`src/rtl/lu_serial_driver_pkg.sv`:
```
// rtl/lu_serial_driver_pkg.sv - shared opcode and FSM state definitions for the serial LU driver
package lu_serial_driver_pkg;

  localparam logic LU_OP_OR  = 1'b0;
  localparam logic LU_OP_NOR = 1'b1;

  // Encoding 2'd3 is unreachable and recovers to S_IDLE.
  typedef enum logic [1:0] {
    S_IDLE = 2'd0,
    S_RUN  = 2'd1,
    S_DONE = 2'd2
  } lu_state_t;

endpackage

```
`src/rtl/lu_serial_driver.sv`:
```
// rtl/lu_serial_driver.sv - bit-serial initiator for the 1-bit OR/NOR logic unit
module lu_serial_driver
  import lu_serial_driver_pkg::*;
#(
  parameter int WIDTH = 8
) (
  input  logic             clk,
  input  logic             reset,
  input  logic             in_valid,
  output logic             in_ready,
  input  logic [WIDTH-1:0] in_a,
  input  logic [WIDTH-1:0] in_b,
  input  logic             in_sel,
  output logic             lu_a,
  output logic             lu_b,
  output logic             lu_sel,
  input  logic             lu_s,
  output logic             out_valid,
  input  logic             out_ready,
  output logic [WIDTH-1:0] out_s,
  output logic             out_sel,
  output logic             busy
);

  localparam int CNT_W = $clog2(WIDTH);
  localparam logic [CNT_W-1:0] CNT_LAST = CNT_W'(WIDTH - 1);

  lu_state_t        state, state_n;
  logic [CNT_W-1:0] cnt;
  logic [WIDTH-1:0] a_q, b_q, res_q;
  logic             sel_q;

  always_ff @(posedge clk) begin
    if (reset) state <= S_IDLE;
    else       state <= state_n;
  end

  // Operands shift right so the LU always sees bit 0; results enter at the MSB.
  always_ff @(posedge clk) begin
    if (reset) begin
      cnt   <= '0;
      a_q   <= '0;
      b_q   <= '0;
      res_q <= '0;
      sel_q <= 1'b0;
    end else begin
      case (state)
        S_IDLE: begin
          if (in_valid) begin
            a_q   <= in_a;
            b_q   <= in_b;
            sel_q <= in_sel;
            cnt   <= '0;
          end
        end
        S_RUN: begin
          res_q <= {lu_s, res_q[WIDTH-1:1]};
          a_q   <= a_q >> 1;
          b_q   <= b_q >> 1;
          if (cnt != CNT_LAST) cnt <= cnt + 1'b1;
        end
        default: ;
      endcase
    end
  end

  always_comb begin
    state_n   = state;
    in_ready  = 1'b0;
    out_valid = 1'b0;
    busy      = 1'b0;
    lu_a      = 1'b0;
    lu_b      = 1'b0;
    lu_sel    = 1'b0;
    out_s     = '0;
    out_sel   = 1'b0;
    case (state)
      S_IDLE: begin
        in_ready = 1'b1;
        if (in_valid) state_n = S_RUN;
      end
      S_RUN: begin
        busy   = 1'b1;
        lu_a   = a_q[0];
        lu_b   = b_q[0];
        lu_sel = sel_q;
        if (cnt == CNT_LAST) state_n = S_DONE;
      end
      S_DONE: begin
        busy      = 1'b1;
        out_valid = 1'b1;
        out_s     = res_q;
        out_sel   = sel_q;
        if (out_ready) state_n = S_IDLE;
      end
      default: state_n = S_IDLE;
    endcase
  end

endmodule

```
`config.mk`:
```
export PLATFORM = sky130hd
export DESIGN_NAME = lu_serial_driver
export DESIGN_NICKNAME = d
export VERILOG_FILES = /design/src/rtl/lu_serial_driver_pkg.sv /design/src/rtl/lu_serial_driver.sv
export SDC_FILE = /design/constraint.sdc
export NUM_CORES = 1
export LEC_CHECK = 0
export BUFFER_PORTS_ARGS = -buffer_cell sky130_fd_sc_hd__buf_4
export CELL_PAD_IN_SITES_DETAIL_PLACEMENT = 1
export CELL_PAD_IN_SITES_GLOBAL_PLACEMENT = 2
export CORE_MARGIN = 2
export CORE_UTILIZATION = 35
export DETAILED_ROUTE_END_ITERATION = 6
export GPL_ROUTABILITY_DRIVEN = 0
export PLACE_DENSITY = 0.95
export SLEW_MARGIN = 20
export SYNTH_ARGS = -nofsm -noshare
export SYNTH_HDL_FRONTEND = slang
export SYNTH_SLANG_ARGS = --single-unit
```
`constraint.sdc`:
```
create_clock -name clk -period 3.22 [get_ports clk]
set_input_delay 0.644 -clock clk [delete_from_list [all_inputs] [get_ports clk]]
set_output_delay 0.644 -clock clk [all_outputs]
set_load 0.01 [all_outputs]
```
; ---- Yosys cells after proc, flatten, opt, wreduce, memory -nomap -nowiden
; Index checks and enable logic that the tools add are counted.
[word_totals]
romBits = 0
in_bits = 22
latchBits = 0
mem_count = 0
ramBits = 0
elab_cells = 41
ff_bits = 30
output_inout_bits = 15
[classes]
div_mod_pow = 0
addsub = 1
bitwise_logic = 0
n_lt_le_gt_ge = 0
n_reduce_logical = 7
multipliers = 0
n_eq_ne = 8
mux = 19
n_shift = 0
[ops]
columns = op, n
row1 = $pmux W8 S2, 2
row2 = $mux W8, 3
row3 = $ne A2 B2 Y1 const B, 4
row4 = $mux W1, 7
row5 = $mux W2, 3
row6 = $mux W3, 2
row7 = $pmux W2 S3, 1
row8 = $pmux W3 S2, 1
row9 = $reduce_and A3 Y1, 2
row10 = $reduce_and A2 Y1, 2
row11 = $add A3 B1 Y3 const B, 1
row12 = $eq A3 B3 Y1 const B, 1
row13 = $ne A3 B3 Y1 const B, 1
row14 = $eq A2 B1 Y1 const B, 1
row15 = $eq A2 B2 Y1 const B, 1
row16 = $logic_not A2 Y1, 1
row17 = $reduce_bool A2 Y1, 1
row18 = $reduce_or A2 Y1, 1

; ---- Depth between registers and ports, before layout
; Gate-level depths: netlist of the first run.
[depth]
ltp_word = 3
depth_mapped = 7
mapped_depth_nobuf = 5

; ---- Worst setup path after synthesis of the first run
; No wires, ideal clock.
[synth_path]
path_kind = register -> output
start = register state[1]
end = output lu_sel
setup_slack_ps = 1392
required_ps = 2576
stages_incl_launch_ff = 7
n_path_buf = 3
arrival_time_ps = 1184
cell_sequence = dfxtp_1 -> inv_1 -> ha_1 -> buf_2 -> buf_2 -> buf_4 -> and2_1
[synth_between]
elab_chain_len = 2
[synth_lines]
columns = element, line_no
row1 = start: declaration, lu_serial_driver.sv:28  ; lu_state_t state, state_n;
row2 = start signal: assignment, lu_serial_driver.sv:35  ; else state <= state_n;
row3 = $eq A2 B1 Y1, lu_serial_driver.sv:77  ; case (state)
row4 = $mux W1, lu_serial_driver.sv:77
row5 = end: declaration, lu_serial_driver.sv:16  ; output logic lu_sel,
; No other way between the ends.

; ---- Final worst setup path of the first run
[layout_path]
start = register state[1]
end = output lu_a
[layout_between]
elab_chain_len = 2
[layout_lines]
columns = element, line_no
row1 = $eq A2 B1 Y1, lu_serial_driver.sv:77
row2 = $mux W1, lu_serial_driver.sv:77
row3 = end: declaration, lu_serial_driver.sv:14  ; output logic lu_a,
; No other way between the ends.

==> out/results.ini, run 1 <==
[outcome]
status = finished, final reports clean

[global_route]
antenna_found_initial = 0
grt_pass1_wl_um = 5990
overflow = 0
grt_use_total_pct = 14.9
grt_max_degree = 31
grt_pass1_vias = 1275

[critical_path]
cp-start-kind = register
ff2ff_setup_slack_ns = 1.27
cp_max_fo = 27
r2r_cells = 6
r2r_end = cnt[2]
crit_end = lu_a
crit_type = reg -> out
crit_arrival_ns = 1.67
worstSetupEndpointType = primary output
timing.rr.start = state[1]
crit_start = state[1]
worst_ep_required_time_ns = 2.58

[floorplan]
rows = 24
die_y_um = 71.9
core-area_um2 = 4380
dieArea_um2 = 5160
io_pins = 37
die_x_um = 71.9
initial_utilization_pct = 36.8

[run]
maxCapViolCount = 0

[synth]
synth_area_leaders = dfxtp_1 37%, mux2i_1 14%, a211oi_2 11%, nor2_1 5.4%, and2_1 4.7%
yosys.area.top_type = dfxtp_1
yosys_warnings = 0
synth.avg_cell_area_um2 = 9.54
netlist_area_um2 = 1610
ys_seq_elements = 30
synth_cells = 169
ys_types = 31
synth_top_area_share_pct = 37.3
synth_seq_area_share_pct = 37.3
synth_nets = 197

[clocking]
clockBufferDepth = 2
cts_root_buf = clkbuf_8
cts_tree = done
cts_resized = 0
cts_buffers = 5
cts.sinks = 30
postCtsHoldBufs = 0
clk_pin_slew_ns = 0.06
postCtsSetupBuffers = 0
clock_latency_ns = 0.29
htree_levels = 2

[route]
drcViolationCount = 0
via_per_inst = 5.13
vias = 1298
ant_nets = 0
drt-pass1-iter-count = 4
wl_um = 3630
wl_per_cell_um = 14.3
drtIter0Drc = 48

[sta]
clock_skew_ns = 0.00549
fmax_mhz = 432
worstMarginPinSlew_ns = 0.643
hold_viol = 0
setup_viol = 0
slew_viol_final = 0
slew_headroom_pct = 57.1
rsz0062_at_grt = no
setup_tns_ns = 0
layout_min_cycle_time_ns = 2.32
timing.final.crit_share_pct = 72.0

[pwr]
p_per_area_nw_per_um2 = 503
ir_worst_vdd_mv = 0.249
p_total_w = 0.000994
leakagePower_nw = 0.785

[place]
dp_hpwl_um = 2410
dpl_cell_area_um2 = 1880
place_inst = 245
port_buffers = 36

[cells_and_area]
final_nets = 228
final_cell_area_um2 = 1970
area_delta_synth_final_pct = 22.5
fin_util_pct = 45.0
final_cells = 253
drive_gt1_share_pct = 30.3
antennaDiodeCount = 0

[worst_hold_path]
min_path_cells = 2
min_path_type = reg -> reg

[per-layer routing]
metal	vias up	track usage, %	wire [µm]
li1	649	-	-
met1	613	19.0	1700
met2	30	22.9	1650
met4	0	5.66	46
met5	-	0	0
met3	6	5.63	225
[metrics by stage]
stage               worst slack (ns)  hold slack, ns
floorplan                       1.39           0.440
global placement                1.23           0.465
detailed placement              1.20           0.465
CTS                            0.874           0.483
global route                   0.812           0.504
finish                         0.903           0.477
[sequential cells by signal, indices dropped and copies added (netlist names)]
register	cells
b_q	8
sel_q	1
cnt	3
state	2
res_q	8
a_q	8
[synth_stat cells (all sizes together)]
cell    count
o31ai       2
nor3        1
and2       13
or3b        1
a21oi       6
a21o        2
o21ai       3
ha          6
nand3b      3
o311ai      1
nand4b      1
clkbuf      5
a211oi     14
nor2b       5
mux2i      22
a31oi       1
nand2       6
nand4       3
a41oi       1
nand3       2
and3b       2
nand2b      4
nor2       23
dfxtp      30
mux2        1
inv         3
buf         8
[report_power, final]
group / switching (W) / internal (W)
Combinational: 0.000135 / 0.000112
Sequential: 0.0000200 / 0.000407
Clock: 0.000149 / 0.000172
[worst min-delay path by stage]
stage                   to  slack [ns]  startpoint
floorplan            sel_q        0.44       sel_q
global placement    a_q[7]        0.47      a_q[7]
detailed placement  a_q[7]        0.47      a_q[7]
CTS                  sel_q        0.48       sel_q
global route         sel_q        0.50       sel_q
finish               sel_q        0.48       sel_q
[worst max-delay path, cell delays in order (launching register included)]
cell	delay, ns
dfxtp_1	0.32
inv_1	0.09
ha_2	0.61
and2_1	0.23
buf_4	0.12
[logic make-up after synthesis]
group           Yosys count  synth area share, %
simple gates             64                 21.0
compound gates           30                 17.0
flops                    30                 37.3
mux                      23                 14.6
buf+inv                  16                 5.51
fa+ha+maj                 6                 4.66
[cells in the final DEF (no fill, tap or decap), types with 2 or more instances in the layout]
cell type	synthesis	routed
a211oi_2	14	14
a21o_1	2	2
a21oi_1	6	6
and2_1	12	12
and3b_1	2	2
buf_4	1	37
clkbuf_8	0	6
dfxtp_1	30	30
ha_1	6	5
inv_1	3	3
mux2i_1	22	22
nand2_1	6	6
nand2b_1	4	4
nand3_1	2	2
nand3b_1	3	3
nand4_1	3	3
nor2_1	23	23
nor2b_1	5	5
o21ai_0	3	3
o31ai_1	2	2
[cell type report]
type                    count  area (µm²)
multi-input cells         123         925
repair buffers             37         278
flip-flops and latches     30         601
well taps                  52        65.1
clock buffers               6        82.6
inverters                   3        11.3
fillers                   510        2410
clock inverters             2        12.5
Power figures use the tool's default switching activity.
==> run 2: changes to the inputs <==
CORE_UTILIZATION = 32   (was 35)
PLACE_DENSITY = 0.89   (was 0.95)
clock period = 2.4 ns   (was 3.22 ns; I/O delays follow)
==> out/results.ini, run 2 (synthesized netlist as in run 1, its figures left out) <==
[clocking]
cts_root_buf = clkbuf_8
postCtsSetupBuffers = 0  ; unchanged
clock_latency_ns = 0.28  ; about the same
cts_resized = 0  ; unchanged
htree_levels = 2  ; unchanged
cts_tree = done
cts_buffers = 5  ; unchanged
clk_pin_slew_ns = 0.06  ; about the same
postCtsHoldBufs = 0  ; unchanged
clockBufferDepth = 2  ; unchanged
cts.sinks = 30  ; unchanged

[cells_and_area]
final_cell_area_um2 = 2000  ; +1.5%
layout_common_cells = 39 x buf_4, 30 x dfxtp_1, 23 x nor2_1
fin_util_pct = 41.9  ; -3.2 points
area_delta_synth_final_pct = 24.4
n_fill_cell = 583  ; +14%
final_nets = 230  ; +0.88%
reg.largest.list = a_q x8, b_q x8, res_q x8
antennaDiodeCount = 0  ; unchanged
drive_gt1_share_pct = 30.5  ; +0.19 points
layout_commonest_cell = buf_4

[global_route]
grt_pass1_wl_um = 5910  ; -1.3%
grt_max_degree = 31  ; unchanged
grt_use_total_pct = 14.1  ; -0.82 points
antenna_found_initial = 0  ; unchanged
overflow = 0  ; unchanged
grt_pass1_vias = 1281  ; +0.47%

[sta]
hold_viol = 0  ; unchanged
timing.final.crit_share_pct = 82.7
layout_setup_ws_ns = 0.415  ; -0.488 ns
setup_viol = 0  ; unchanged
worstMarginPinSlew_ns = 0.468  ; -0.175 ns
rsz0062_at_grt = no
clock_skew_ns = 0.00234  ; -0.00315 ns
fmax_mhz = 504
slew_viol_final = 0  ; unchanged
layout_min_cycle_time_ns = 1.98
slew_headroom_pct = 68.8  ; +12 points
setup_tns_ns = 0  ; unchanged

[critical_path]
cp_max_fo = 21  ; -22%
ff2ff_setup_slack_ns = 0.63  ; -0.64 ns
crit_arrival_ns = 1.50  ; -0.17 ns
cp-start-kind = register
crit_type = reg -> out
worst_ep_required_time_ns = 1.92  ; -0.66 ns
worstSetupEndpointType = primary output

[floorplan]
io_pins = 37  ; unchanged
core-area_um2 = 4790  ; +9.2%
die_y_um = 75.0  ; +4.3%
dieArea_um2 = 5620  ; +8.8%
die_x_um = 75.0  ; +4.3%
rows = 25  ; +4.2%
initial_utilization_pct = 33.7  ; -3.1 points

[route]
drcViolationCount = 0  ; unchanged
wl_per_cell_um = 13.3  ; -7.0%
drt-pass1-iter-count = 3  ; -1
vias = 1289  ; -0.69%
drtIter0Drc = 57  ; +19%
via_per_inst = 4.77  ; -6.9%
ant_nets = 0  ; unchanged
wl_um = 3600  ; -0.80%

[run]
maxCapViolCount = 0  ; unchanged

[pwr]
p_total_w = 0.00132  ; +33%
leakagePower_nw = 0.797  ; +1.5%
p_per_area_nw_per_um2 = 660  ; +31%
ir_worst_vdd_mv = 0.328  ; +32%

[place]
dp_hpwl_um = 2500  ; +3.6%
pre_cts_slack_ns = 0.584  ; -0.614 ns
port_buffers = 36  ; unchanged
dpl_cell_area_um2 = 1910  ; +1.8%

[outcome]
status = finished, final reports clean

[worst_hold_path]
min_path_type = in -> reg

==> run 2: cell count changes in the layout (fill, tap and decap cells not counted), sizes merged <==
cell      previous run  this run
clkinvlp             1         0
clkbuf               6         7
buf                 37        39
==> run 2: critical path, cell delays in order (launching register included) <==
cell and delay (ns):
dfxtp_1 0.32, inv_1 0.09, ha_2 0.48, and2_1 0.21, buf_4 0.12
==> run 2: per-stage QoR <==
step                cells  hold WS [ns]
CTS                   270         0.437
floorplan             169         0.440
global route          270         0.475
global placement      262         0.462
finish                270         0.446
detailed placement    262         0.465
==> run 2: final cells by class <==
type / count / area (µm²) / area share (%)
Sequential cell: 30 / 601 / 30.0
Timing Repair Buffer: 39 / 293 / 14.6
Tap cell: 67 / 83.8 / 4.18
Inverter: 3 / 11.3 / 0.562
Clock inverter: 1 / 5.00 / 0.250
Multi-Input combinational cell: 123 / 925 / 46.1
Clock buffer: 7 / 86.3 / 4.31
==> run 2: report_power, final <==
part           leakage [nW]  switching, W  internal, W
clock network        0.0482      0.000183     0.000231
logic                 0.503      0.000180     0.000155
registers             0.246     0.0000280     0.000546
total                 0.797      0.000392     0.000932
==> run 2: final timing paths <==
kind / end / cells past startpoint / from
setup / recovery: lu_b / 4 / state[1]
hold / removal: res_q[7] / 3 / lu_s
setup reg to reg: a_q[5] / 5 / state[1]
hold reg to reg: a_q[7] / 2 / a_q[7]
==> run 2: layer usage <==
metal | track usage (%) | part of all wire [%]
met3 | 6.02 | 7.0
met1 | 18.0 | 48
met4 | 5.36 | 1.3
met2 | 21.2 | 44
met5 | 0 | 0
